## config.mk

```make
export PLATFORM = sky130hd
export DESIGN_NAME = ign_scheduler
export DESIGN_NICKNAME = d
export VERILOG_FILES = /design/src/rtl/ign_scheduler.sv
export SDC_FILE = /design/constraint.sdc
export NUM_CORES = 2
export LEC_CHECK = 0
export CORE_UTILIZATION = 60
export CTS_CLUSTER_DIAMETER = 40
export DETAILED_ROUTE_END_ITERATION = 6
export DONT_BUFFER_PORTS = 1
export PLACE_DENSITY = 0.87
export SLEW_MARGIN = 20
export SYNTH_ARGS = -nofsm -noshare
export SYNTH_HDL_FRONTEND = slang
export SYNTH_SLANG_ARGS = --single-unit
```

## constraint.sdc

```tcl
create_clock -name clk -period 13.25 [get_ports clk]
set_input_delay 1.325 -clock clk [delete_from_list [all_inputs] [get_ports clk]]
set_output_delay 1.325 -clock clk [all_outputs]
set_load 0.01 [all_outputs]
```

## src/rtl/ign_scheduler.sv

```systemverilog
// Ignition scheduler: scans the cylinder timing table on each tooth and
// hands spark delays to a small pool of shared countdown channels.
module ign_scheduler #(
    parameter int NCYL     = 4,
    parameter int NCHAN    = 2,
    parameter int MARGIN   = 20,
    parameter int LAT_COMP = 6
) (
    input  logic            clk,
    input  logic            reset_n,
    input  logic            trigger,
    input  logic [15:0]     eng_phase,
    input  logic [15:0]     next_tooth_width,
    input  logic [31:0]     tooth_period,
    input  logic            cfg_we,
    input  logic [1:0]      cfg_addr,
    input  logic [15:0]     cfg_data,
    output logic [NCYL-1:0] fire,
    output logic [NCYL-1:0] armed,
    output logic            busy,
    output logic [7:0]      miss_cnt,
    output logic            overrun_err
);
    typedef enum logic {S_IDLE, S_SCAN} state_t;

    state_t      r_state;
    state_t      w_state_nxt;
    logic [1:0]  r_idx;
    logic [15:0] r_phase;
    logic [15:0] r_width;
    logic [31:0] r_period;
    logic [15:0] r_table [NCYL];
    logic [31:0] r_cnt [NCHAN];
    logic [1:0]  r_cyl [NCHAN];
    logic [NCHAN-1:0] r_act;
    logic [NCYL-1:0]  r_fire;
    logic [7:0]  r_miss;
    logic        r_ovr;

    logic [15:0] w_timing;
    logic [17:0] w_limit;
    logic        w_pass;
    logic [15:0] w_delta;
    logic [47:0] w_prod;
    logic [39:0] w_shift;
    logic [31:0] w_sat;
    logic [31:0] w_delay;
    logic [NCYL-1:0] w_armed;
    logic [NCYL-1:0] w_fire_cyl;
    logic        w_free_ok;
    logic [1:0]  w_free_idx;
    logic        w_eval;
    logic        w_load;
    logic        w_drop;

    // Window check and delay arithmetic for the cylinder under evaluation
    always_comb begin
        w_timing = r_table[r_idx];
        w_limit  = {2'b00, r_phase} + {2'b00, r_width} + 18'(MARGIN);
        w_pass   = (w_timing > r_phase) && ({2'b00, w_timing} <= w_limit);
        w_delta  = w_timing - r_phase;
        w_prod   = {16'd0, r_period} * {32'd0, w_delta};
        w_shift  = 40'(w_prod >> 8);
        w_sat    = (|w_shift[39:32]) ? 32'hFFFF_FFFF : w_shift[31:0];
        w_delay  = (w_sat < 32'(LAT_COMP)) ? 32'd0 : w_sat - 32'(LAT_COMP);
    end

    always_comb begin
        w_armed    = '0;
        w_fire_cyl = '0;
        w_free_ok  = 1'b0;
        w_free_idx = 2'd0;
        for (int ch = 0; ch < NCHAN; ch++) begin
            if (r_act[ch]) begin
                w_armed[r_cyl[ch]] = 1'b1;
                if (r_cnt[ch] == 32'd0)
                    w_fire_cyl[r_cyl[ch]] = 1'b1;
            end
        end
        // Walk downward so the lowest free channel wins
        for (int ch = NCHAN - 1; ch >= 0; ch--) begin
            if (!r_act[ch]) begin
                w_free_ok  = 1'b1;
                w_free_idx = 2'(ch);
            end
        end
    end

    assign w_eval = (r_state == S_SCAN) && w_pass && !w_armed[r_idx];
    assign w_load = w_eval && w_free_ok;
    assign w_drop = w_eval && !w_free_ok;

    always_comb begin
        w_state_nxt = r_state;
        case (r_state)
            S_IDLE: if (trigger) w_state_nxt = S_SCAN;
            S_SCAN: if (r_idx == 2'(NCYL - 1)) w_state_nxt = S_IDLE;
            default: w_state_nxt = S_IDLE;
        endcase
    end

    always_ff @(posedge clk) begin
        if (!reset_n) begin
            r_state  <= S_IDLE;
            r_idx    <= 2'd0;
            r_phase  <= 16'd0;
            r_width  <= 16'd0;
            r_period <= 32'd0;
            r_act    <= '0;
            r_fire   <= '0;
            r_miss   <= 8'd0;
            r_ovr    <= 1'b0;
            for (int c = 0; c < NCYL; c++) r_table[c] <= 16'd0;
            for (int ch = 0; ch < NCHAN; ch++) begin
                r_cnt[ch] <= 32'd0;
                r_cyl[ch] <= 2'd0;
            end
        end else begin
            r_state <= w_state_nxt;
            if (r_state == S_IDLE && trigger) begin
                r_idx    <= 2'd0;
                r_phase  <= eng_phase;
                r_width  <= next_tooth_width;
                r_period <= tooth_period;
            end
            if (r_state == S_SCAN) begin
                r_idx <= r_idx + 2'd1;
                if (trigger) r_ovr <= 1'b1;
            end
            if (cfg_we) r_table[cfg_addr] <= cfg_data;
            for (int ch = 0; ch < NCHAN; ch++) begin
                if (w_load && w_free_idx == 2'(ch)) begin
                    r_act[ch] <= 1'b1;
                    r_cnt[ch] <= w_delay;
                    r_cyl[ch] <= r_idx;
                end else if (r_act[ch]) begin
                    if (r_cnt[ch] == 32'd0) r_act[ch] <= 1'b0;
                    else r_cnt[ch] <= r_cnt[ch] - 32'd1;
                end
            end
            r_fire <= w_fire_cyl;
            if (w_drop && r_miss != 8'hFF) r_miss <= r_miss + 8'd1;
        end
    end

    assign fire        = r_fire;
    assign armed       = w_armed;
    assign busy        = (r_state == S_SCAN);
    assign miss_cnt    = r_miss;
    assign overrun_err = r_ovr;
endmodule

```

**Yosys cells after proc, flatten, opt, wreduce, memory -nomap -nowiden**

Memories as Yosys holds them, arrays and structs flattened. A register that Yosys moved wholly into a read port is not among the register bits.
Cells that the tools add are included.

- $lt $le $gt $ge: 8
- Mux-type cells: 56
- Reductions and logical operators: 20
- Bitwise operators: 9
- Add/sub/neg operators: 8
- Equal/unequal tests: 3
- Multipliers: 1

Operators with widths:

| operator | number |
|---|---|
| $mux 32 | 6 |
| $logic_not 32->1 | 2 |
| $sub 32x1->32 const B | 2 |
| $mul 32x16->48 | 1 |
| $lt 32x3->1 const B | 1 |
| $sub 32x3->32 const B | 1 |
| $mux 1 | 31 |
| $mux 4 | 6 |
| $add 17x5->18 const B | 1 |
| $le 16x18->1 | 1 |
| $add 16x16->17 | 1 |
| $gt 16x16->1 | 1 |
| $mux 16 | 1 |
| $mux 2 | 8 |
| $reduce_or 16->1 | 1 |
| $sub 16x16->16 | 1 |
| $logic_and 1x1->1 | 11 |
| $lt 2x3->1 const B | 3 |
| $add 8x1->8 const B | 1 |
| $ne 8x8->1 const B | 1 |
| $or 4x4->4 | 2 |
| $reduce_or 8->1 | 1 |
| $or 1x1->1 | 6 |
| $demux 1 s2 | 2 |
| 11 further kinds | 13 |

- Memories kept: 3
- Input port bits: 86
- Register bits after elaboration: 82
- Logic and storage cells: 117
- Memory bits (writable): 132
- Output and inout bits: 18

Memories:

| memory | words | bits a word | read ports | clocked after memory_dff | write ports | RTL line | text |
|---|---|---|---|---|---|---|---|
| r_cnt | 2 | 32 | 2 | 0 | 2 | 33 | `logic [31:0] r_cnt [NCHAN];` |
| r_table | 4 | 16 | 1 | 1 | 4 | 32 | `logic [15:0] r_table [NCYL];` |
| r_cyl | 2 | 2 | 2 | 0 | 2 | 34 | `logic [1:0] r_cyl [NCHAN];` |

**Longest topological paths before layout**

An unclocked memory read counts as a cell.

- Word-level depth: 19
- Mapped depth: 49

**Least setup slack after synthesis**

OpenSTA, ideal clock, no wires.

- Path type: reg2reg
- From: reg (tool-made name)
- To: mem r_cnt[0][29] (data pin)
- Cell stages (with the launch flop): 46
- Path slack: 1203 ps
- Library setup time: 278 ps
- Data required time: 12972 ps
- Arrival: 11769 ps
- Cell sequence: dfxtp_1 clkbuf_1 buf_1 mux4_2 fa_1 a21o_1 a21oi_1 nor2_1 o41a_1 o41ai_1 o21bai_1 a21oi_1 xnor2_1 clkbuf_1 nand2_1 fa_1 fa_1 inv_1 (+10 left out) a21oi_2 o211ai_2 and4_1 or3_1 a211o_1 or4_4 buf_2 nand2b_1 ha_1 o21bai_1 nor4_1 and4_1 clkbuf_1 and3_1 buf_4 nor3b_2 xnor2_1 o221ai_1

RTL lines:

| element | RTL line |
|---|---|
| end, declared | 33 |

==> Implementation_results.wiki <==
{| class="wikitable"
! Metric !! Value
|-
| Setup-failing EPs final || 0
|-
| Count of max-cap constraint violations || 0
|-
| Register-to-register setup slack || 0.67 ns
|-
| Number of global-route vias before repair || ~25,000
|-
| GRT Overall Usage || 31.93%
|-
| Utilization after layout || between 60 and 70%
|-
| X dimension of the die || about 220 um
|-
| Largest family of logic cells by synthesized area || adder cells
|-
| Post-detailed-placement half-perimeter wirelength || between 50,000 and 60,000 um
|-
| CP most frequent cell || fa_1
|-
| Worst EP arrival || between 10 and 15 ns
|-
| Number of primary I/O pins || 104
|-
| Layout cell share with drive strength beyond 1 || 5.515%
|-
| Post-synth EDFFs || 132
|-
| Largest stage delay, worst path || between 0.6 and 0.7 ns
|-
| Share of cell area taken by muxes after synthesis || about 1.5%
|-
| Detail Route Antenna Nets || 0
|-
| Startpoint kind of the worst setup timing path || flip-flop
|-
| Post-CTS setup buffers || 0
|-
| #FFs+latches synth || 216
|-
| Total number of vias || 23,560
|-
| Worst min path class || reg -> reg
|-
| Clock tree from TritonCTS || built
|-
| WS Path Type || reg -> reg
|-
| Clock sinks || 216
|-
| Layout-stage area growth over the synthesis result || 5.133%
|-
| Async set or reset register ratio after synthesis || 0%
|-
| Leading register cell type out of synthesis || edfxtp_1
|-
| Standard cell core area || 48,150 sq um
|-
| Final worst path period share || 94.92%
|-
| Post-Synth XOR/XNOR Area || 4.058%
|-
| Post-synthesis cell count || roughly 3,300
|-
| Final layout net count || around 3,900
|-
| Post-synthesis average cell area || 8.856 sq um
|-
| DRC violation count after routing || 0
|-
| First-pass GRT wire length || roughly 130,000 um
|-
| Input/output buffers || 0
|-
| Maximum fanout along the worst path || 30
|-
| Final slew viol count || 0
|-
| Routability congestion estimate || 0.9998
|-
| Library cell occupying the most area in the post-synthesis netlist || fa_1
|-
| Highest-delay cell along the critical path || or4_4
|-
| Pleak || 13.77 nW
|-
| Clock latency of the later-clocked register in the worst-skew pair || 0.60 ns
|-
| Shortest period the worst path allows || approximately 13 ns
|-
| Simple-gate share of the synthesized area || 19.80%
|-
| H-tree levels || 1
|-
| Hold Worst Slack || 0.4629 ns
|-
| Netlist area before placement || ~30,000 sq um
|-
| Top cell types by occurrence after synthesis || 568 x inv_1, 556 x nand2_1, 419 x fa_1
|-
| Biggest area contributors in the synthesized netlist || fa_1 28%, edfxtp_1 13%, ha_1 8.0%
|-
| Most common cell in the netlist || inv_1
|-
| Worst clock skew || ~0.044 ns
|-
| Final Hold Vio Count || 0
|-
| Register area share after synthesis || 19.09%
|-
| Pin count of the biggest net entering global routing || 79
|-
| Worst EP required || 13.54 ns
|-
| Total congestion overflow || 0
|-
| Post-Synth Adder-Cell Area || 36.36%
|-
| First-pass iteration count of the detailed router || 6
|-
| Buffer cell driving the clock tree root || clkbuf_16
|-
| Ratio of total power to cell area || 233.4 nW/um^2
|-
| Number of buffers added by the clock tree synthesis step || 28
|-
| Count of yosys warnings during synthesis || 0
|-
| Share of the synthesized area in compound gates (AO/OA/AOI/OAI) || 9.706%
|-
| Cts-stage hold buffer count || 0
|-
| Height of the chip || 224 um
|-
| Deepest clock path buffer count || 3
|-
| Count of different cell masters after synthesis || 94
|-
| Die area || around 50,000 sq um
|-
| Normalized max-slew margin || 31.12%
|-
| Fmax achieved || about 0.080 GHz
|-
| Run status || completed
|-
| Peak supply drop || 182.7 uV
|-
| Worst Max-Slew Pin Slew || approximately 1.0 ns
|-
| Total wirelength of the detailed-routed design || 77,380 um
|-
| Initial antenna violation count || 0
|-
| Site row count || 80
|-
| Average via count per standard cell || 6.011
|-
| Post-Syn Nets || around 4,000
|-
| Initial core utilization || 61.42%
|-
| Diode insertion count for antenna repair || 0
|-
| Top cell type's share of synthesized area || 28.37%
|-
| Number of gates resized after CTS || 0
|-
| DR WL/cell || ~20 um
|-
| Worst-path clk slew || approximately 0.060 ns
|-
| Critical Path Sink Type || flip-flop
|-
| DRC violation total after the first TritonRoute iteration || 2,086
|}
[cells in the final DEF (no fill, tap or decap), types with 51 or more instances in the layout]
master and n:
inv_1 568, nand2_1 556, fa_1 419, and2_1 220, ha_1 189, a21oi_1 157, edfxtp_1 132, nor2_1 111
dfxtp_1 84, xnor2_1 74, o21ai_0 54, xor2_1 51
[per-stage QoR]
stage                     total power [W]  cells  setup TNS [ns]  area (sq um)  worst slack [ns]
after floorplan                  0.004952   3339               0         29570             1.204
after global placement           0.006244   3869               0         30090            0.6982
after detailed placement         0.006310   3869               0         30090            0.4110
after CTS                        0.007149   3920               0         31050            0.3972
final                            0.007257   3920               0         31090            0.6732
after global routing             0.007865   3920        -0.09623         31090          -0.07139
[per-layer routing]
layer	part of all wire, %	GRT usage [%]
met1	40	42.33
met2	47	52.93
met3	9.0	5.338
met4	3.7	11.38
met5	0	0
[logic make-up (layout without fill, tap and decap cells)]
| group | after synthesis | count (layout) |
|---|---|---|
| buffers and inverters | 725 | 650 |
| AND/OR/NAND/NOR | 1189 | 1189 |
| AO/OA/AOI/OAI | 440 | 440 |
| flip-flops | 216 | 216 |
| XOR/XNOR | 137 | 137 |
| adder cells (fa/ha/maj) | 608 | 608 |
| multiplexers | 24 | 24 |
[final timing paths]
path | start | end | cells past startpoint
hold / removal | r_width[12] | r_width[12] | 2
setup reg to reg | flip-flop | r_cnt[0][29] | 42
setup / recovery | flip-flop | r_cnt[0][29] | 42
hold reg to reg | r_width[12] | r_width[12] | 2
[critical path: cells and delay by family, from the launching register on]
family                   cells  cell delay, ns
AO/OA/AOI/OAI               14            3.39
multiplexers                 1            0.51
XOR/XNOR                     2            0.43
buffers and inverters        6            0.69
adder cells (fa/ha/maj)     10            4.14
AND/OR/NAND/NOR              9            2.75
flip-flops                   1            0.33
[state kept, by name (all words and copies together) (netlist names), named ones only]
signal,cells
r_phase,16
r_act,2
overrun_err,1
r_table,64
fire,4
miss_cnt,8
r_width,16
r_idx,2
r_period,32
busy,1
r_cyl,4
r_cnt,64
[final cells by class]
cell class,count,area (sq um)
Multi-Input combinational cell,2398,21280
Fill cell,3742,17060
Sequential cell,216,5645
Inverter,569,2136
Tap cell,656,820.8
Clock buffer,31,743.2
Timing Repair Buffer,30,237.7
Clock inverter,20,226.5
[where the power goes]
part	total, W	switching (W)	leakage (nW)	internal, W
registers	0.000909	0.000102	2.02	0.000807
clock network	0.000767	0.000330	0.461	0.000437
logic	0.00558	0.00368	11.3	0.00190
total	0.00726	0.00411	13.8	0.00315
No activity file was read; power rests on OpenSTA's default activity.
